File: config.mk
export PLATFORM = sky130hd
export DESIGN_NAME = maindec_mc2
export DESIGN_NICKNAME = d
export VERILOG_FILES = /design/src/rtl/maindec_mc2.sv
export SDC_FILE = /design/constraint.sdc
export NUM_CORES = 1
export LEC_CHECK = 0
export ABC_AREA = 1
export BUFFER_PORTS_ARGS = -buffer_cell sky130_fd_sc_hd__buf_2
export CAP_MARGIN = 20
export CORE_MARGIN = 1.5
export CORE_UTILIZATION = 51
export DETAILED_ROUTE_END_ITERATION = 8
export MAX_ROUTING_LAYER = met4
export PLACE_DENSITY = 0.82
export SLEW_MARGIN = 0
export SYNTH_ARGS = -nofsm -noshare
export SYNTH_HDL_FRONTEND = slang
export SYNTH_SLANG_ARGS = --single-unit
File: constraint.sdc
create_clock -name clk -period 1.67 [get_ports clk]
set_input_delay 0.167 -clock clk [delete_from_list [all_inputs] [get_ports clk]]
set_output_delay 0.167 -clock clk [all_outputs]
set_load 0.01 [all_outputs]
File: src/rtl/maindec_mc2.sv
// -----------------------------------------------------------------------------
// maindec_mc2
//   Multicycle MIPS main controller FSM. Sequences FETCH/DECODE/execute/
//   write-back steps, drives the datapath mux selects and enables, talks to
//   memory through a req/ready handshake with wait states, and parks in a
//   sticky TRAP state on illegal opcodes or memory wait timeouts.
//
//   Memory handshake: mem_req is high in FETCH, MEMRD and MEMWR and its
//   address/data/strobe terms stay steady until the cycle in which
//   mem_ready is sampled high; that cycle completes the access and the FSM
//   moves on at the next rising edge. mem_ready outside those states is
//   ignored.
//
// Ports
//   clk, reset        rising-edge clock, asynchronous active-low reset
//   opcode[5:0]       instr[31:26] from the instruction register
//   mem_ready         memory completes the current access this cycle
//   mem_req           memory access requested
//   pcwrite/branch/branchne/memwrite/irwrite/regwrite/iord/memtoreg/
//   regdst/alusrca/alusrcb/aluop/pcsrc   datapath controls
//   trap, trap_cause  sticky halt flag and cause (01 illegal, 10 timeout)
//   state_dbg[3:0]    current FSM state encoding
//   cyc_cnt, ret_cnt  performance counters (only with MAINDEC_PERF_EN)
//
// Configuration
//   MAINDEC_PERF_EN   adds cyc_cnt / ret_cnt counters and ports
// -----------------------------------------------------------------------------
module maindec_mc2 #(
    parameter int WAIT_TIMEOUT = 16,
    parameter int TO_CNT_W     = 8,
    parameter int PERF_W       = 32
) (
    input  logic                clk,
    input  logic                reset,
    input  logic [5:0]          opcode,
    input  logic                mem_ready,
    output logic                mem_req,
    output logic                pcwrite,
    output logic                branch,
    output logic                branchne,
    output logic                memwrite,
    output logic                irwrite,
    output logic                regwrite,
    output logic                iord,
    output logic                memtoreg,
    output logic                regdst,
    output logic                alusrca,
    output logic [1:0]          alusrcb,
    output logic [2:0]          aluop,
    output logic [1:0]          pcsrc,
    output logic                trap,
    output logic [1:0]          trap_cause,
    output logic [3:0]          state_dbg
`ifdef MAINDEC_PERF_EN
    ,
    output logic [PERF_W-1:0]   cyc_cnt,
    output logic [PERF_W-1:0]   ret_cnt
`endif
);

    localparam logic [5:0] OP_RTYPE = 6'b000000;
    localparam logic [5:0] OP_J     = 6'b000010;
    localparam logic [5:0] OP_BEQ   = 6'b000100;
    localparam logic [5:0] OP_BNE   = 6'b000101;
    localparam logic [5:0] OP_ADDI  = 6'b001000;
    localparam logic [5:0] OP_ANDI  = 6'b001100;
    localparam logic [5:0] OP_ORI   = 6'b001101;
    localparam logic [5:0] OP_LW    = 6'b100011;
    localparam logic [5:0] OP_SW    = 6'b101011;

    typedef enum logic [3:0] {
        S_FETCH   = 4'd0,  S_DECODE  = 4'd1,  S_MEMADR  = 4'd2,  S_MEMRD   = 4'd3,
        S_MEMWB   = 4'd4,  S_MEMWR   = 4'd5,  S_RTYPEEX = 4'd6,  S_RTYPEWB = 4'd7,
        S_BEQEX   = 4'd8,  S_BNEEX   = 4'd9,  S_ADDIEX  = 4'd10, S_ANDIEX  = 4'd11,
        S_ORIEX   = 4'd12, S_IMMWB   = 4'd13, S_JEX     = 4'd14, S_TRAP    = 4'd15
    } state_t;

    state_t              state_q, state_d;
    logic [TO_CNT_W-1:0] wait_q, wait_d, wait_inc;
    logic [1:0]          cause_q, cause_d;
    logic                timeout_hit;

    assign wait_inc = wait_q + TO_CNT_W'(1);
    // The wait cycle that would bring the count up to WAIT_TIMEOUT is the last
    // one tolerated; a mem_ready in that same cycle still completes normally.
    assign timeout_hit = (WAIT_TIMEOUT != 0) && (wait_inc == TO_CNT_W'(WAIT_TIMEOUT));

    always_ff @(posedge clk or negedge reset) begin
        if (!reset) begin
            state_q <= S_FETCH;
            wait_q  <= '0;
            cause_q <= 2'b00;
        end else begin
            state_q <= state_d;
            wait_q  <= wait_d;
            cause_q <= cause_d;
        end
    end

    always_comb begin
        state_d  = state_q;
        wait_d   = '0;
        cause_d  = cause_q;
        mem_req  = 1'b0;
        pcwrite  = 1'b0;
        branch   = 1'b0;
        branchne = 1'b0;
        memwrite = 1'b0;
        irwrite  = 1'b0;
        regwrite = 1'b0;
        iord     = 1'b0;
        memtoreg = 1'b0;
        regdst   = 1'b0;
        alusrca  = 1'b0;
        alusrcb  = 2'b00;
        aluop    = 3'b000;
        pcsrc    = 2'b00;

        case (state_q)
            S_FETCH: begin
                mem_req = 1'b1;
                alusrcb = 2'b01;
                pcwrite = mem_ready;
                irwrite = mem_ready;
                if (mem_ready)        state_d = S_DECODE;
                else if (timeout_hit) begin state_d = S_TRAP; cause_d = 2'b10; end
                else                  wait_d = wait_inc;
            end
            S_DECODE: begin
                alusrcb = 2'b11;
                case (opcode)
                    OP_LW, OP_SW: state_d = S_MEMADR;
                    OP_RTYPE:     state_d = S_RTYPEEX;
                    OP_BEQ:       state_d = S_BEQEX;
                    OP_BNE:       state_d = S_BNEEX;
                    OP_ADDI:      state_d = S_ADDIEX;
                    OP_ANDI:      state_d = S_ANDIEX;
                    OP_ORI:       state_d = S_ORIEX;
                    OP_J:         state_d = S_JEX;
                    default: begin state_d = S_TRAP; cause_d = 2'b01; end
                endcase
            end
            S_MEMADR: begin
                alusrca = 1'b1;
                alusrcb = 2'b10;
                state_d = (opcode == OP_LW) ? S_MEMRD : S_MEMWR;
            end
            S_MEMRD: begin
                mem_req = 1'b1;
                iord    = 1'b1;
                if (mem_ready)        state_d = S_MEMWB;
                else if (timeout_hit) begin state_d = S_TRAP; cause_d = 2'b10; end
                else                  wait_d = wait_inc;
            end
            S_MEMWB: begin
                regwrite = 1'b1;
                memtoreg = 1'b1;
                state_d  = S_FETCH;
            end
            S_MEMWR: begin
                mem_req  = 1'b1;
                iord     = 1'b1;
                memwrite = 1'b1;
                if (mem_ready)        state_d = S_FETCH;
                else if (timeout_hit) begin state_d = S_TRAP; cause_d = 2'b10; end
                else                  wait_d = wait_inc;
            end
            S_RTYPEEX: begin
                alusrca = 1'b1;
                aluop   = 3'b010;
                state_d = S_RTYPEWB;
            end
            S_RTYPEWB: begin
                regwrite = 1'b1;
                regdst   = 1'b1;
                state_d  = S_FETCH;
            end
            S_BEQEX, S_BNEEX: begin
                alusrca  = 1'b1;
                aluop    = 3'b001;
                pcsrc    = 2'b01;
                branch   = (state_q == S_BEQEX);
                branchne = (state_q == S_BNEEX);
                state_d  = S_FETCH;
            end
            S_ADDIEX, S_ANDIEX, S_ORIEX: begin
                alusrca = 1'b1;
                alusrcb = 2'b10;
                aluop   = (state_q == S_ANDIEX) ? 3'b011 :
                          (state_q == S_ORIEX)  ? 3'b100 : 3'b000;
                state_d = S_IMMWB;
            end
            S_IMMWB: begin
                regwrite = 1'b1;
                state_d  = S_FETCH;
            end
            S_JEX: begin
                pcwrite = 1'b1;
                pcsrc   = 2'b10;
                state_d = S_FETCH;
            end
            default: begin
                state_d = S_TRAP;
            end
        endcase

        // While reset is held the state is already FETCH, but the bus request
        // and the PC/IR load strobes must not act on a half-finished access.
        if (!reset) begin
            mem_req  = 1'b0;
            memwrite = 1'b0;
            pcwrite  = 1'b0;
            irwrite  = 1'b0;
        end
    end

    assign trap       = (state_q == S_TRAP);
    assign trap_cause = cause_q;
    assign state_dbg  = state_q;

`ifdef MAINDEC_PERF_EN
    logic [PERF_W-1:0] cyc_q, cyc_d, ret_q, ret_d;

    always_comb begin
        cyc_d = cyc_q;
        ret_d = ret_q;
        if (state_q != S_TRAP) cyc_d = cyc_q + PERF_W'(1);
        // An instruction retires when control returns to FETCH.
        if (state_q != S_FETCH && state_d == S_FETCH) ret_d = ret_q + PERF_W'(1);
    end

    always_ff @(posedge clk or negedge reset) begin
        if (!reset) begin
            cyc_q <= '0;
            ret_q <= '0;
        end else begin
            cyc_q <= cyc_d;
            ret_q <= ret_d;
        end
    end

    assign cyc_cnt = cyc_q;
    assign ret_cnt = ret_q;
`endif

endmodule

==> Word-level counts from Yosys, hierarchy flattened <==
Cells that the tools add are included.
W data, S select, Z words.
{ "word_totals": {"reg_bits": 14, "in_bits": 9, "output_inout_bits": 25, "word_cells": 79} }
{ "op_classes": {"addsub": 1, "n_eq_ne": 27, "muxes": 34, "n_reduce_logical": 14} }
{ "ops": {"columns": ["cell", "n"], "rows": [
  ["$pmux W4 S8", 2],
  ["$eq A4 B4 Y1 const B", 8],
  ["$mux W8", 3],
  ["$eq A6 B4 Y1 const B", 3],
  ["$eq A4 B3 Y1 const B", 4],
  ["$mux W4", 4],
  ["$mux W1", 14],
  ["$eq A6 B3 Y1 const B", 2],
  ["$eq A6 B6 Y1 const B", 2],
  ["$mux W3", 3],
  ["$pmux W3 S3", 1],
  ["$reduce_or A3 Y1", 3],
  ["$reduce_or A9 Y1", 1],
  ["$add A8 B1 Y8 const B", 1],
  ["$eq A4 B2 Y1 const B", 2],
  ["$eq A8 B5 Y1 const B", 1],
  ["$pmux W2 S2", 2],
  ["$reduce_or A7 Y1", 1],
  ["$eq A6 B2 Y1 const B", 1],
  ["$logic_not A6 Y1", 1],
  ["$mux W2", 3],
  ["$pmux W2 S3", 1],
  ["$reduce_or A2 Y1", 3],
  ["$reduce_or A6 Y1", 1],
  ["other kinds (8)", 9]
]} }

==> Longest topological paths before layout <==
Gate-level depths: netlist of the first run.
{ "depth": {"word_depth": 5, "ltp_mapped": 12, "depth_no_buf": 12} }

==> Worst setup path before layout of the first run <==
No wires, ideal clock.
{ "synth_timing": {"kind": "register -> register", "startpoint": "register wait_q[0]", "endpoint": "register cause_q[0] (netlist: trap_cause[0])", "setup_time_ps": 118, "arrival_time_ps": 1355, "required_time_ps": 1552, "slack_ps": 197, "path_stages_with_launch": 11, "path_buffers": 0, "period_less_slack_ps": 1473, "path_cell_list": "dfrtp_1 > ha_1 > nand3_1 > o21ai_1 > nand2_1 > nor2_2 > nand2_2 > nand2_2 > nand2_2 > nand2_1 > nand2_1"} }
{ "synth_via": {"elab_chain_cells": 4} }
{ "synth_rtl": {"columns": ["item", "line", "rtl"], "rows": [
  ["start: declaration", "79", "logic [TO_CNT_W-1:0] wait_q, wait_d, wait_inc;"],
  ["start signal: assignment", "95", "wait_q <= wait_d;"],
  ["$add A8 B1 Y8", "83", "assign wait_inc = wait_q + TO_CNT_W'(1);"],
  ["$eq A8 B5 Y1", "86", "assign timeout_hit = (WAIT_TIMEOUT != 0) && (wait_inc == TO_CNT_W'(WAIT_TIMEOUT));"],
  ["$ne A2 B1 Y1 (no source line)", null, null],
  ["$reduce_and A4 Y1 (no source line)", null, null],
  ["end signal: assignment", "96", "cause_q <= cause_d;"],
  ["end: declaration", "80", "logic [1:0] cause_q, cause_d;"]
]} }
No other way between the ends.
A chain may end at the register's enable or synchronous reset.

==> Worst setup path after layout of the first run <==
{ "layout_timing": {"startpoint": "register state_q[2] (netlist: state_dbg[2])", "endpoint": "output aluop[1]"} }
{ "layout_via": {"elab_chain_cells": 3, "elab_cells_between_ends": 10, "cone_classes": "6 x eq/ne; 2 x mux; 2 x reduce/logical"} }
{ "layout_rtl": {"columns": ["item", "line", "rtl"], "rows": [
  ["start: declaration", "78", "state_t state_q, state_d;"],
  ["start signal: assignment", "94", "state_q <= state_d;"],
  ["$eq A4 B4 Y1 (on tied branches)", "119, 189", null],
  ["$reduce_or A3 Y1 (tied with other cells)", null, null],
  ["$pmux W3 S3 *", "119", "case (state_q)"],
  ["end: declaration", "49", "output logic [2:0] aluop,"]
]} }
Mark *: on every way between the ends. The rest lies on a longest branch, timed or not.

==> results of run 1 <==
## cell families (layout without fill, tap and decap cells)
| group | count (synthesis) | in the layout | synth area share [%] |
|---|---|---|---|
| AO/OA/AOI/OAI | 15 | 15 | 7.182 |
| adder cells (fa/ha/maj) | 2 | 2 | 2.210 |
| buffers and inverters | 35 | 82 | 11.93 |
| flip-flops | 14 | 14 | 30.94 |
| AND/OR/NAND/NOR | 121 | 121 | 47.73 |
## routing by layer
| metal | vias up | GRT usage, % | routed length [um] |
|---|---|---|---|
| li1 | 677 | - | - |
| met1 | 634 | 33.52 | 1392 |
| met2 | 57 | 38.60 | 1620 |
| met3 | 6 | 6.970 | 232 |
| met4 | 0 | 6.944 | 37 |
| met5 | - | - | 0 |
## metrics by stage
stage | setup TNS, ps | instance area [um2] | power (mW)
3_5_place_dp | 0 | 1331 | 1.636
4_1_cts | 0 | 1403 | 1.933
6_report | 0 | 1533 | 2.273
3_3_place_gp | 0 | 1331 | 1.614
2_1_floorplan | 0 | 1132 | 1.258
5_1_grt | -217.1 | 1533 | 2.423
## final cells by class
| type | instances | area [um2] | share of cell area [%] |
|---|---|---|---|
| clock buffers | 4 | 36.28 | 2.367 |
| inverters | 34 | 127.6 | 8.327 |
| repair buffers | 44 | 250.2 | 16.33 |
| flip-flops and latches | 14 | 355.3 | 23.18 |
| well taps | 27 | 33.78 | 2.204 |
| multi-input cells | 138 | 729.5 | 47.59 |
## layout by cell type (no fill, tap or decap), types with 4 or more instances in the layout
master,synthesis,final
sky130_fd_sc_hd__buf_4,1,10
sky130_fd_sc_hd__nor2_2,7,7
sky130_fd_sc_hd__nor2_4,0,4
sky130_fd_sc_hd__nand4_1,4,4
sky130_fd_sc_hd__nand2_2,7,10
sky130_fd_sc_hd__dfrtp_1,14,10
sky130_fd_sc_hd__dfrtp_2,0,4
sky130_fd_sc_hd__nand2_1,51,46
sky130_fd_sc_hd__inv_2,2,5
sky130_fd_sc_hd__inv_1,32,29
sky130_fd_sc_hd__a21oi_1,7,7
sky130_fd_sc_hd__buf_2,0,33
sky130_fd_sc_hd__nand3_1,16,15
sky130_fd_sc_hd__nor2_1,30,26
## repair_timing
action,CTS,global route
endpoints found under the hold margin,14,0
pin swaps,0,5
resized for setup,4,24
hold buffers,1,0
setup endpoints to repair,3,15
cloned,0,0
setup buffers,2,7
## critical path, stage by stage, from the launching register on
cell                      delay (ps)
sky130_fd_sc_hd__dfrtp_2         460
sky130_fd_sc_hd__buf_4           170
sky130_fd_sc_hd__nor2_1          130
sky130_fd_sc_hd__inv_1           120
sky130_fd_sc_hd__o22ai_1         160
sky130_fd_sc_hd__buf_2           160
## power breakdown
group	total, mW	internal [mW]	switching [mW]
clock network	0.242	0.133	0.109
logic	1.47	0.590	0.876
registers	0.565	0.431	0.134
## registers in the layout, summed over array words and instances, names as in the netlist
signal and flops:
state_dbg 4, trap_cause 2, wait_q 8
## final timing paths
kind | start | end | cells after the start
min in group asynchronous | reset | wait_q[7] | 2
max in group asynchronous | reset | state_dbg[2] | 2
worst max-delay path | state_dbg[2] | aluop[1] | 5
worst min-delay path | mem_ready | state_dbg[2] | 5
worst min register to register | trap_cause[0] | trap_cause[0] | 2
worst max register to register | state_dbg[1] | trap_cause[0] | 10
==> flow_summary.toml, run 1 <==
[finish]
flow.area_growth_from_synthesis_pct = 35.36
fillerInstances = 158
final_core_utilization_pct = 75.80
post_route_cells_drive_above_1_share_pct = 36.75
design.final.nets = 246
insertedDiodeCount = 0
final-instance-count-excl-fill = 261

[outcome]
status = "completed"

[clock_network]
tritoncts_clock_tree = "done"
tritoncts_num_sinks = 14
cts_max_path_buffers = 2
h-tree-depth = 1
cts_root_buf = "sky130_fd_sc_hd__clkbuf_4"
insertion_delay_ps = 280
clkTransAtPathRegs_ps = 80
numCtsBuffers = 3

[die]
pin_count = 34
die_y_um = 50.12
placement_rows = 16
area_enclosed_by_the_die_boundary_um2 = 2512
core_region_area_um2 = 2022
fp.dieW_um = 50.12
initial_utilization_pct = 56.00

[job]
drv.max_cap_violation_count = 0

[placement]
globalplace.congestion = 0.9132
dp.final_hpwl_um = 2197
place_inst = 247
place_ws_ps = 58.93
io_buffer_count = 33

[detailed_routing]
total_iterations_of_the_first_detailed_routing_run = 4
route.detailed.drc = 0
post_drt_via_cell_ratio = 5.264
routed_wire_length_per_instance_um = 12.57
detailedRoute.firstIterationViolations = 41
via_count = 1374
wirelength_um = 3282
antenna_violating_nets_post_route = 0

[synth]
async_reset_ff_share_pct = 100.0
syn_area_per_cell_um2 = 6.055
syn_inst = 187
synth_seq_area_share_pct = 30.94
ys_warn_count = 0
post_synth_num_cell_types = 21
synth-edff-count = 0
synth.area.top_cells = "sky130_fd_sc_hd__dfrtp_1, sky130_fd_sc_hd__nand2_1, sky130_fd_sc_hd__inv_1, sky130_fd_sc_hd__nor2_1, sky130_fd_sc_hd__nand3_1"
ys.flop_type = "sky130_fd_sc_hd__dfrtp_1"
synthDominantCellAreaShare_pct = 30.94
synthTopCellsByCount = "sky130_fd_sc_hd__nand2_1, sky130_fd_sc_hd__inv_1, sky130_fd_sc_hd__nor2_1, sky130_fd_sc_hd__nand3_1, sky130_fd_sc_hd__dfrtp_1"
synthDominantAreaCellType = "sky130_fd_sc_hd__dfrtp_1"
yosysMostFrequentCell = "sky130_fd_sc_hd__nand2_1"
yosys_register_bits = 14
synthesis.nets = 198
synth.cell_area_um2 = 1132

[setup_path]
data_required_time_at_the_worst_endpoint_ps = 1500
timing_worst_setup_path_type = "reg2out"
crit_path_max_fanout = 5
cp.arrival_ps = 1490
critical_path.startpoint_type = "register"
setup.reg_to_reg.worst_slack_ps = 100
kind_of_capture_point_of_the_worst_setup_path = "output pin"

[timing]
clock.fmax_ghz = 0.6043
final.hold.worst_slack_ps = 244.4
fin_crit_ps = 1655
final.setup_skew_ps = 5.520
rsz0062_at_grt = "true"
worstMarginPinSlew_ps = 369.9
count_of_final_max_slew_check_failures = 0
fin_crit_sh_pct = 99.09
timing.final.ws_setup_ps = 15.22
worst_slew_margin_rel_pct = 75.34
report.final.hold_viol_count = 0
final-setup-viol-count = 0

[worst_hold_path]
hold_path_class = "in2reg"

[grt]
grt_overflow_total = 0
largest_net_degree_at_the_start_of_global_routing = 18
grt_antenna_before_repair = 0
grt_first_pass_wirelength_um = 4850
first_global_vias = 1154
grt.total_usage_pct = 25.52

[pwr]
irDropWorstVdd_v = 0.0009025
p_leak_nw = 0.9224
power.density_nw_per_um2 = 1483
(Power assumes the default switching activity.)
==> run 2: changes to the inputs <==
ABC_AREA = not set   (was 1)
PLACE_DENSITY = 0.81   (was 0.82)
==> run 2 against run 1 <==
Effect of this change:
- the flow now finishes with violations (negative setup slack)
- clock power up 8.3%
- flip-flop and latch count stayed put
- worst hold slack worse by 36 ps
- first-iteration DRC count rose by 63%
- setup slack worse by 500 ps
- clock-buffer cell count stayed put
- clock skew grew 12 ps
- final area grew 21%
- synthesized cell count shrank 17%
- critical path depth increased by 1
- sequential power decreased by 11%
- critical endpoint is now state_dbg[1]
- largest power group unchanged
==> flow_summary.toml, run 2 <==
[outcome]
status = "finished, violations left"
failing_checks = "negative setup slack"

[synth]
yosys_register_bits = 14
syn_inst = 155
synth.area.top_cells = "sky130_fd_sc_hd__dfrtp_1, sky130_fd_sc_hd__nor2_1, sky130_fd_sc_hd__xor2_1, sky130_fd_sc_hd__nand2_1, sky130_fd_sc_hd__nor3_1"
yosysMostFrequentCell = "sky130_fd_sc_hd__nor2_1"
async_reset_ff_share_pct = 100.0
synthDominantAreaCellType = "sky130_fd_sc_hd__dfrtp_1"
ys_warn_count = 0
synth.cell_area_um2 = 1200
synthTopCellsByCount = "sky130_fd_sc_hd__nor2_1, sky130_fd_sc_hd__dfrtp_1, sky130_fd_sc_hd__nand2_1, sky130_fd_sc_hd__nor3_1"
synth-edff-count = 0
synth_seq_area_share_pct = 29.20
synthesis.nets = 166
post_synth_num_cell_types = 43
syn_area_per_cell_um2 = 7.741
ys.flop_type = "sky130_fd_sc_hd__dfrtp_1"
synthDominantCellAreaShare_pct = 29.20

[setup_path]
kind_of_capture_point_of_the_worst_setup_path = "register"
data_required_time_at_the_worst_endpoint_ps = 1850
critical_path.startpoint_type = "register"
worst_setup_path_startpoint = "wait_q[0]"
rr_startpoint = "wait_q[0]"
timing_worst_setup_path_type = "reg2reg"
cp.arrival_ps = 2340
crit_path_max_fanout = 4

[detailed_routing]
total_iterations_of_the_first_detailed_routing_run = 5
post_drt_via_cell_ratio = 6.317
routed_wire_length_per_instance_um = 18.98
wirelength_um = 4669
detailedRoute.firstIterationViolations = 67
via_count = 1554
antenna_violating_nets_post_route = 0
route.detailed.drc = 0

[die]
core_region_area_um2 = 2212
initial_utilization_pct = 54.24
placement_rows = 17
area_enclosed_by_the_die_boundary_um2 = 2653
die_y_um = 51.51
fp.dieW_um = 51.51
pin_count = 34

[pwr]
power_frac_comb_pct = 74.8
power.switching_mw = 1.415
power.total_mw = 3.025
irDropWorstVdd_v = 0.001123
power.share.switching_pct = 46.77
power.density_nw_per_um2 = 1630
p_clk_share_pct = 8.7
p_seq_share_pct = 16.6
power.internal_mw = 1.610
p_leak_nw = 0.8878

[grt]
grt_antenna_before_repair = 0
grt.total_usage_pct = 29.57
largest_net_degree_at_the_start_of_global_routing = 16
grt_overflow_total = 0
grt_first_pass_wirelength_um = 5892
first_global_vias = 1367

[placement]
place_ws_ps = -337.2
dpl_cell_area_um2 = 1486
globalplace.congestion = 0.8815
io_buffer_count = 33
dp.final_hpwl_um = 2512

[timing]
fin_crit_ps = 2155
timing.final.ws_setup_ps = -484.7
fin_crit_sh_pct = 129.0
final-setup-viol-count = 10
clock.fmax_ghz = 0.4641
worstMarginPinSlew_ps = 426.8
worst_slew_margin_rel_pct = 71.35
rsz0062_at_grt = "true"
final.setup_skew_ps = 17.17
report.final.hold_viol_count = 0
tns_ps = -3155
count_of_final_max_slew_check_failures = 0
final.hold.worst_slack_ps = 208.4

[finish]
fillerInstances = 125
layout_common_cells = "sky130_fd_sc_hd__buf_2, sky130_fd_sc_hd__buf_4, sky130_fd_sc_hd__nor2_1, sky130_fd_sc_hd__nand2_1, sky130_fd_sc_hd__dfrtp_1"
registers.top_by_ff_count = "wait_q"
layout.area.seq_um2 = 354.1
finalInstanceArea_um2 = 1856
insertedDiodeCount = 0
design.final.nets = 230
largest_reg_flops = 8
multi_input_comb_area_um2 = 935.9
flow.area_growth_from_synthesis_pct = 54.64
post_route_cells_drive_above_1_share_pct = 48.62
most_common_cell_after_layout_fill_and_taps_aside = "sky130_fd_sc_hd__buf_2"

[clock_network]
cts_max_path_buffers = 2
tritoncts_clock_tree = "done"
cts_root_buf = "sky130_fd_sc_hd__clkbuf_4"
h-tree-depth = 1
clkTransAtPathRegs_ps = 100
numCtsBuffers = 3
tritoncts_num_sinks = 14
insertion_delay_ps = 300

[job]
drv.max_cap_violation_count = 0

[worst_hold_path]
hold_path_class = "in2async"
[run 2: cell count changes after synthesis, moves of 5 or more]
cell	change
sky130_fd_sc_hd__nor2b_1	+5
sky130_fd_sc_hd__nand2_2	-7
sky130_fd_sc_hd__nand2_1	-37
sky130_fd_sc_hd__nand2b_1	+6
sky130_fd_sc_hd__xor2_1	+7
sky130_fd_sc_hd__inv_1	-29
sky130_fd_sc_hd__nand3_1	-11
sky130_fd_sc_hd__nor2_2	-7
sky130_fd_sc_hd__o21ai_0	+5
sky130_fd_sc_hd__nor3_1	+6
[run 2: stage by stage]
stage / util (%) / std cells
after floorplan: - / 155
after global placement: 67.19 / 225
after detailed placement: 67.19 / 225
after CTS: 75.40 / 238
after global routing: 83.88 / 246
final: 83.88 / 246
[run 2: routing by layer]
metal	GRT usage (%)	vias up	wire length [um]
li1	-	673	-
met5	-	-	0
met2	50.43	124	2284
met4	11.40	0	155
met3	6.322	21	475
met1	34.13	736	1753
[run 2: path summary, 6_finish.rpt]
path	endpoint	slack [ps]	cells past startpoint
max in group asynchronous	state_dbg[3]	1040	3
max	state_dbg[1]	-480	6
max reg2reg	state_dbg[1]	-480	6
min in group clk	wait_q[1]	290	3
min reg2reg	trap_cause[1]	490	2
min	wait_q[3]	210	2
[run 2: cell type report]
cell class	count	share of cell area [%]
Multi-Input combinational cell	128	50.44
Timing Repair Buffer	69	26.03
Sequential cell	14	19.08
Clock buffer	4	1.955
Tap cell	28	1.888
Inverter	3	0.6069
[run 2: critical path, stage by stage, from the launching register on]
cell                       delay (ps)
sky130_fd_sc_hd__dfrtp_1          380
sky130_fd_sc_hd__ha_1             180
sky130_fd_sc_hd__or4b_4           480
sky130_fd_sc_hd__or3b_4           400
sky130_fd_sc_hd__o21ai_4          240
sky130_fd_sc_hd__nand2b_4          90
sky130_fd_sc_hd__a221oi_2         280
[run 2: what timing repair did]
item	in CTS	in global routing
hold endpoints to repair	14	0
pin swaps	0	7
cloned	0	0
hold buffers	1	0
setup buffers	8	8
resized for setup	20	29
endpoints found under the setup margin	15	20
[run 2: cell families (layout without fill, tap and decap cells)]
logic type | after synthesis | count (layout) | synth area share [%]
AO/OA/AOI/OAI | 29 | 29 | 17.94
XOR/XNOR | 9 | 9 | 6.570
adder cells (fa/ha/maj) | 2 | 2 | 2.085
buffers and inverters | 13 | 76 | 5.630
flip-flops | 14 | 14 | 29.20
multiplexers | 3 | 3 | 2.503
AND/OR/NAND/NOR | 85 | 85 | 36.08
[run 2: power groups by stage]
stage	registers [mW]	logic, mW	clock network, mW
finish	0.501	2.26	0.262
global placement	0.459	1.39	0
global route	0.507	2.37	0.276
detailed placement	0.465	1.44	0
CTS	0.468	1.69	0.252
floorplan	0.477	0.951	0
==> run 3: changes to the inputs <==
CELL_PAD_IN_SITES_DETAIL_PLACEMENT = 0   (was not set)
CELL_PAD_IN_SITES_GLOBAL_PLACEMENT = 1   (was not set)
CORE_UTILIZATION = 37   (was 51)
PLACE_DENSITY = 0.82   (was 0.81)
SKIP_CTS_REPAIR_TIMING = 1   (was not set)
==> run 3 against run 2 <==
Effect of this change:
- the run still ends with negative setup slack left
- clock power shrank 10%
- first-iteration DRC count shrank 15%
- utilization shrank 29 points
- critical endpoint unchanged
- largest cell class unchanged
==> flow_summary.toml, run 3 (synthesized netlist as in run 2, its figures left out) <==
[die]
area_enclosed_by_the_die_boundary_um2 = 3593
initial_utilization_pct = 38.98
die_y_um = 59.95
placement_rows = 20
pin_count = 34
fp.dieW_um = 59.95
core_region_area_um2 = 3078

[timing]
report.final.hold_viol_count = 0
fin_crit_sh_pct = 120.0
fin_crit_ps = 2004
clock.fmax_ghz = 0.4991
tns_ps = -2153
final.setup_skew_ps = 5.300
count_of_final_max_slew_check_failures = 0
final-setup-viol-count = 10
rsz0062_at_grt = "true"
timing.final.ws_setup_ps = -333.5
worst_slew_margin_rel_pct = 76.89
worstMarginPinSlew_ps = 344.4

[grt]
first_global_vias = 1224
grt_first_pass_wirelength_um = 5085
largest_net_degree_at_the_start_of_global_routing = 19
grt_antenna_before_repair = 0
grt.total_usage_pct = 18.50
grt_overflow_total = 0

[pwr]
power_frac_comb_pct = 70.6
irDropWorstVdd_v = 0.0007430
p_leak_nw = 0.8153
power.internal_mw = 1.334
power.density_nw_per_um2 = 1414
power.share.switching_pct = 44.31
power.total_mw = 2.395
p_clk_share_pct = 9.8
p_seq_share_pct = 19.6
power.switching_mw = 1.061

[placement]
globalplace.congestion = 0.8549
place_ws_ps = -345.5
dp.final_hpwl_um = 2440
io_buffer_count = 33
place_inst = 241

[finish]
registers.top_by_ff_count = "wait_q"
largest_reg_flops = 8
flow.area_growth_from_synthesis_pct = 41.19
final-instance-count-excl-fill = 254
design.final.nets = 222
insertedDiodeCount = 0
final_core_utilization_pct = 55.04
most_common_cell_after_layout_fill_and_taps_aside = "sky130_fd_sc_hd__buf_2"
layout_common_cells = "sky130_fd_sc_hd__buf_2, sky130_fd_sc_hd__nor2_1, sky130_fd_sc_hd__buf_4, sky130_fd_sc_hd__nand2_1, sky130_fd_sc_hd__dfrtp_1"
post_route_cells_drive_above_1_share_pct = 40.00

[setup_path]
crit_path_max_fanout = 4
cp.arrival_ps = 2190
critical_path.startpoint_type = "register"
kind_of_capture_point_of_the_worst_setup_path = "register"
data_required_time_at_the_worst_endpoint_ps = 1860
timing_worst_setup_path_type = "reg2reg"

[detailed_routing]
antenna_violating_nets_post_route = 0
total_iterations_of_the_first_detailed_routing_run = 4
wirelength_um = 3192
routed_wire_length_per_instance_um = 12.57
post_drt_via_cell_ratio = 5.142
via_count = 1306
detailedRoute.firstIterationViolations = 57
route.detailed.drc = 0

[job]
drv.max_cap_violation_count = 0

[outcome]
status = "finished, violations left"
failing_checks = "negative setup slack"

[clock_network]
tritoncts_clock_tree = "done"
insertion_delay_ps = 270
h-tree-depth = 1
clkTransAtPathRegs_ps = 80
cts_max_path_buffers = 2
tritoncts_num_sinks = 14
cts_root_buf = "sky130_fd_sc_hd__clkbuf_4"
numCtsBuffers = 3

[worst_hold_path]
hold_path_class = "in2reg"
==> run 3: cell types whose count changed in the layout (fill, tap and decap cells not counted), sizes merged <==
cell | previous run | this run
buf | 68 | 60
==> run 3: area by class of cell <==
cell class / count / area (um2)
timing repair buffer: 61 / 392.9
inverter: 3 / 11.26
tap: 44 / 55.05
multi-input combinational: 128 / 847.1
fill: 288 / 1384
clock buffer: 4 / 36.28
sequential: 14 / 351.6
==> run 3: path summary, 6_finish.rpt <==
path / from / to / slack (ps) / depth (start not counted)
min in group asynchronous: reset / wait_q[4] / 420 / 3
max in group asynchronous: reset / state_dbg[3] / 1070 / 3
min: mem_ready / state_dbg[2] / 350 / 3
max: wait_q[1] / state_dbg[1] / -330 / 6
min reg2reg: trap_cause[1] / trap_cause[1] / 480 / 2
max reg2reg: wait_q[1] / state_dbg[1] / -330 / 6
==> run 3: per-stage QoR <==
stage	area (um2)	hold WS, ps
global placement	1506	187.5
finish	1694	353.9
CTS	1543	-107.7
floorplan	1200	-128.6
detailed placement	1506	198.2
global route	1694	383.0
==> run 3: power groups by stage <==
| stage | logic (mW) | registers, mW | clock network, mW |
|---|---|---|---|
| after detailed placement | 1.45 | 0.467 | 0 |
| final | 1.69 | 0.469 | 0.235 |
| after global placement | 1.43 | 0.465 | 0 |
| after CTS | 1.45 | 0.462 | 0.244 |
| after floorplan | 0.951 | 0.477 | 0 |
| after global routing | 1.85 | 0.479 | 0.259 |
==> run 3: critical path, stage by stage, from the launching register on <==
cell and delay (ps):
sky130_fd_sc_hd__dfrtp_1 370, sky130_fd_sc_hd__ha_1 150, sky130_fd_sc_hd__or4b_4 460, sky130_fd_sc_hd__or3b_4 400
sky130_fd_sc_hd__o21ai_4 220, sky130_fd_sc_hd__nand2b_4 90, sky130_fd_sc_hd__a221oi_2 240
==> run 3: routing by layer <==
layer	part of all wire (%)	global-route usage, %	wire length [um]
met5	0	-	0
met1	43	22.22	1383
met2	54	33.54	1734
met4	0	4.762	0
met3	2.3	0.8658	74
